==> src/rtl/wdt_pkg.sv <==
// Shared definitions for the watchdog timer: FSM state encoding and the
// register map the AXI wrapper decodes.
package wdt_pkg;

    typedef enum logic [1:0] {
        IDLE    = 2'd0,
        COUNT   = 2'd1,
        TIMEOUT = 2'd2
    } wdt_state_t;

    localparam logic [31:0] WDEN_ADDR   = 32'h1001_0100;
    localparam logic [31:0] WDLIVE_ADDR = 32'h1001_0200;
    localparam logic [31:0] WTOCNT_ADDR = 32'h1001_0300;

endpackage

==> src/rtl/wdt_core.sv <==
// Watchdog timer core: consumes enable/kick/threshold words from the wrapper FIFOs,
// counts toward the threshold and raises a level interrupt on expiry.
module wdt_core
    import wdt_pkg::*;
#(
    parameter int                CNT_W         = 32,
    parameter logic [CNT_W-1:0]  RESET_TIMEOUT = {CNT_W{1'b1}},
    parameter int                EVT_W         = 8
) (
    input  logic              clk,
    input  logic              rst,
    input  logic              WDEN,
    input  logic              WDEN_RVALID,
    input  logic              WDLIVE,
    input  logic              WDLIVE_RVALID,
    input  logic [CNT_W-1:0]  WTOCNT,
    input  logic              WTOCNT_RVALID,
    output logic              WTO_interrupt,
    output logic [EVT_W-1:0]  wto_events,
    output logic              wdt_active,
    output wdt_state_t        wdt_state
);

    localparam logic [EVT_W-1:0] EVT_MAX = {EVT_W{1'b1}};

    wdt_state_t       state;
    logic [CNT_W-1:0] cnt;
    logic [CNT_W-1:0] thr;
    logic             dis_req;
    logic             en_req;
    logic             kick;

    // Each FIFO word counts only when its valid is high.
    assign dis_req = WDEN_RVALID & ~WDEN;
    assign en_req  = WDEN_RVALID & WDEN;
    assign kick    = WDLIVE_RVALID & WDLIVE;

    assign wdt_state = state;

    // Priority: disable > kick > threshold compare; thr loads alongside whatever happens.
    always_ff @(posedge clk or posedge rst) begin
        if (rst) begin
            state         <= IDLE;
            cnt           <= '0;
            thr           <= RESET_TIMEOUT;
            WTO_interrupt <= 1'b0;
            wto_events    <= '0;
            wdt_active    <= 1'b0;
        end else begin
            if (WTOCNT_RVALID) begin
                thr <= WTOCNT;
            end
            if (dis_req) begin
                state         <= IDLE;
                cnt           <= '0;
                WTO_interrupt <= 1'b0;
                wdt_active    <= 1'b0;
            end else begin
                unique case (state)
                    IDLE: begin
                        cnt <= '0;
                        if (en_req) begin
                            state      <= COUNT;
                            wdt_active <= 1'b1;
                        end
                    end
                    COUNT: begin
                        if (kick) begin
                            cnt <= '0;
                        end else if (cnt >= thr) begin
                            state         <= TIMEOUT;
                            WTO_interrupt <= 1'b1;
                            if (wto_events != EVT_MAX) begin
                                wto_events <= wto_events + 1'b1;
                            end
                        end else begin
                            cnt <= cnt + 1'b1;
                        end
                    end
                    TIMEOUT: begin
                        // Counter stays frozen here until a kick or a disable.
                        if (kick) begin
                            state         <= COUNT;
                            cnt           <= '0;
                            WTO_interrupt <= 1'b0;
                        end
                    end
                    default: begin
                        state         <= IDLE;
                        cnt           <= '0;
                        WTO_interrupt <= 1'b0;
                        wdt_active    <= 1'b0;
                    end
                endcase
            end
        end
    end

endmodule

==> config.mk <==
export PLATFORM = sky130hd
export DESIGN_NAME = wdt_core
export DESIGN_NICKNAME = d
export VERILOG_FILES = /design/src/rtl/wdt_pkg.sv /design/src/rtl/wdt_core.sv
export SDC_FILE = /design/constraint.sdc
export NUM_CORES = 1
export LEC_CHECK = 0
export ABC_CLOCK_PERIOD_IN_PS = 3430
export CORE_MARGIN = 2
export CORE_UTILIZATION = 57
export DETAILED_ROUTE_END_ITERATION = 16
export PLACE_DENSITY = 0.91
export SLEW_MARGIN = 20
export SYNTH_ARGS = -nofsm -noshare
export SYNTH_HDL_FRONTEND = slang
export SYNTH_SLANG_ARGS = --single-unit
==> constraint.sdc <==
create_clock -name clk -period 3.43 [get_ports clk]
set_input_delay 0.686 -clock clk [delete_from_list [all_inputs] [get_ports clk]]
set_output_delay 0.686 -clock clk [all_outputs]
set_load 0.05 [all_outputs]
==> results.yml <==
floorplan:
  fp-row-count: 32
  die_w_microns: 93.8
  dieArea_sq_mm: 0.00880
  die_y_microns: 93.8
  core-area_sq_mm: 0.00777
  ios: 51
  start_util: 0.592
sta:
  period_share: 0.905
  setup_tns_ns: 0
  relSlewSlack: 0.334
  rsz0062_at_grt: "no"
  fin_crit_ns: 3.11
  setup_slack_ns: 0.325
  drv_slew: 0
  hold_viol: 0
  finalSetupViolCount: 0
  fmax_ghz: 0.322
  worst_pin_slew_ns: 1.00
  fin_skew_ns: 0.0127
cts:
  cts_tree: "yes"
  htreeDepth: 3
  worstSkewPairLatency_ns: 0.36
  clk_pin_slew_worst_paths_ns: 0.08
  cts_hold_buf: 0
  post_cts_resized: 0
  clockBufferDepth: 2
  postCtsSetupBuffers: 0
  numCtsBuffers: 9
  cts_num_sinks: 76
  root_buffer: "clkbuf_8"
routing:
  ant_nets: 0
  viasPerCell: 6.27
  drt_iter0_markers: 478
  drc: 0
  route.met3.wl_microns: 690
  drt-total-wl_microns: 11000
  firstDrtPassIters: 5
  top_layer: "met4"
  wl_met1_microns: 4930
  via_count: 4111
  wl_met2_microns: 5220
  wl_per_cell_microns: 16.8
global_routing:
  overflow: 0
  grt_pass1_vias: 3985
  antenna_found_initial: 0
  grt_use_total: 0.274
  grt_max_degree: 64
  grt_pass1_wl_microns: 19100
synthesis:
  netlist_instances: 503
  ys_seq_elements: 76
  yosysSeqAreaShare: 0.422
  synth_area_leaders: "dfrtp_1 24%, dfstp_2 18%, ha_1 10%"
  yosysWarnings: 0
  synth-edff-count: 0
  synthArstFlopShare: 1.00
  synth.avg_cell_area_sq_um: 9.14
  synth.distinct_cells: 57
  synth_nets: 579
  syn_area_sq_mm: 0.00460
  synthFlopType: "dfrtp_1"
  synth_area_leader_cell: "dfrtp_1"
  post-synth-top-area-fraction: 0.239
critical_path:
  worstSetupStartpointType: "flip-flop"
  crit_family: "simple AND/OR/NAND/NOR gates"
  crit_slowest_cell: "dfstp_2"
  crit_chain: "inv_1 > ha_1 > and4_1 > a221oi_1 > a21oi_2 > or2_1 > buf_12 > or4_1 > a31oi_1"
  r2r_setup_slack_ns: 0.32
  crit_buf_inv: 2
  crit_fanout: 40
  cp-end-kind: "flip-flop"
  worstPathRequired_ns: 3.70
  cp.arrival_ns: 3.38
  critPathMaxStageDelay_ns: 0.52
  criticalPathCategory: "reg2reg"
final_layout:
  fin_nets: 625
  antenna_cells: 0
  area_delta_synth_final_pct: 17.5
  postLayoutCellArea_sq_mm: 0.00540
  stdcell_count: 656
  drive_above_1_share: 0.130
min_path:
  hp-class: "reg2reg"
pwr:
  powerDensity_mw_per_mm2: 411
  power.total_mw: 2.22
  irDropWorstVdd_mv: 0.326
  leakage_nw: 2.34
placed_design:
  dpl_cell_area_sq_mm: 0.00520
  place_inst: 640
  port_buffers: 50
  gp_congestion: 0.855
  dp_slack_ns: 0.210
  dpl.hpwl_microns: 7680
flow_run:
  max_cap_violations: 0
outcome:
  status: "complete, no violations"
[Yosys cell counts (all sizes together), types with 11 or more instances]
library cell	n
nand2	75
dfrtp	44
inv	42
ha	37
o21ai	35
dfstp	32
nand3	23
a21oi	20
clkbuf	20
o31ai	16
nor2	15
o311ai	15
or4	13
a31oi	11
and3	11
nand4	11
o211ai	11
[metrics by stage]
step | util | hold WS [ns]
after floorplan | - | 0.463
after global placement | 0.670 | 0.482
after detailed placement | 0.670 | 0.483
after CTS | 0.696 | 0.495
after global routing | 0.696 | 0.526
final | 0.696 | 0.494
[flip-flops by register name (all words and copies together), names as in the netlist]
| name | count |
|---|---|
| wdt_active | 1 |
| WTO_interrupt | 1 |
| wto_events | 8 |
| thr | 32 |
| cnt | 32 |
| wdt_state | 2 |
[path summary, 6_finish.rpt]
path / start / to / cells after the start
setup reg to reg: thr[14]$_DFFE_PP1P_ / cnt[3]$_DFFE_PP0P_ / 9
hold reg to reg: thr[24]$_DFFE_PP1P_ / thr[24]$_DFFE_PP1P_ / 2
setup / recovery: thr[14]$_DFFE_PP1P_ / cnt[3]$_DFFE_PP0P_ / 9
min in group asynchronous: rst / thr[30]$_DFFE_PP1P_ / 2
hold / removal: thr[24]$_DFFE_PP1P_ / thr[24]$_DFFE_PP1P_ / 2
max in group asynchronous: rst / thr[0]$_DFFE_PP1P_ / 3
[worst min-delay path: cells and delay by family, from the launching register on]
kind | cells | cell delay, ns
flip-flops | 1 | 0.37
AO/OA/AOI/OAI | 1 | 0.07
buffers and inverters | 1 | 0.06
[cell families (layout without fill, tap and decap cells)]
group           Yosys count  after routing  share of synthesized area
buf+inv                  67            118                     0.0574
xor+xnor                  6              6                     0.0114
flops                    76             76                      0.422
fa+ha+maj                37             37                      0.101
simple gates            182            182                      0.206
mux                       4              4                    0.00952
compound gates          131            131                      0.192
[layout by cell type (no fill, tap or decap), types with 11 or more instances in the layout]
| cell type | count |
|---|---|
| dfstp_2 | 32 |
| clkdlybuf4s50_1 | 49 |
| a31oi_1 | 11 |
| ha_1 | 37 |
| dfrtp_1 | 44 |
| o311ai_0 | 15 |
| o211ai_1 | 11 |
| nor2_1 | 15 |
| nand2_1 | 75 |
| clkbuf_8 | 11 |
| a21oi_1 | 19 |
| inv_1 | 41 |
| or4_1 | 13 |
| nand3_1 | 23 |
| o31ai_1 | 16 |
| o21ai_0 | 35 |
[final cells by class]
cell class | count | area (sq um)
Fill cell | 574 | 2360
Inverter | 42 | 158
Clock inverter | 4 | 46.3
Sequential cell | 76 | 1940
Timing Repair Buffer | 60 | 583
Clock buffer | 12 | 155
Tap cell | 102 | 128
Multi-Input combinational cell | 360 | 2390
[power breakdown]
part           switching, mW  leakage (nW)  total, mW  internal, mW
clock network          0.337         0.107      0.712         0.375
logic                  0.321          1.29      0.502         0.181
registers             0.0324         0.941       1.01         0.973
total                  0.691          2.34       2.22          1.53
[layer usage]
metal  up-vias  global-route usage
met1      1968               0.392
met2       173               0.420
met3        22              0.0425
met5         -                   0
li1       1948                   -
met4         0               0.105
Note: power is estimated with default switching activity, not from simulation.
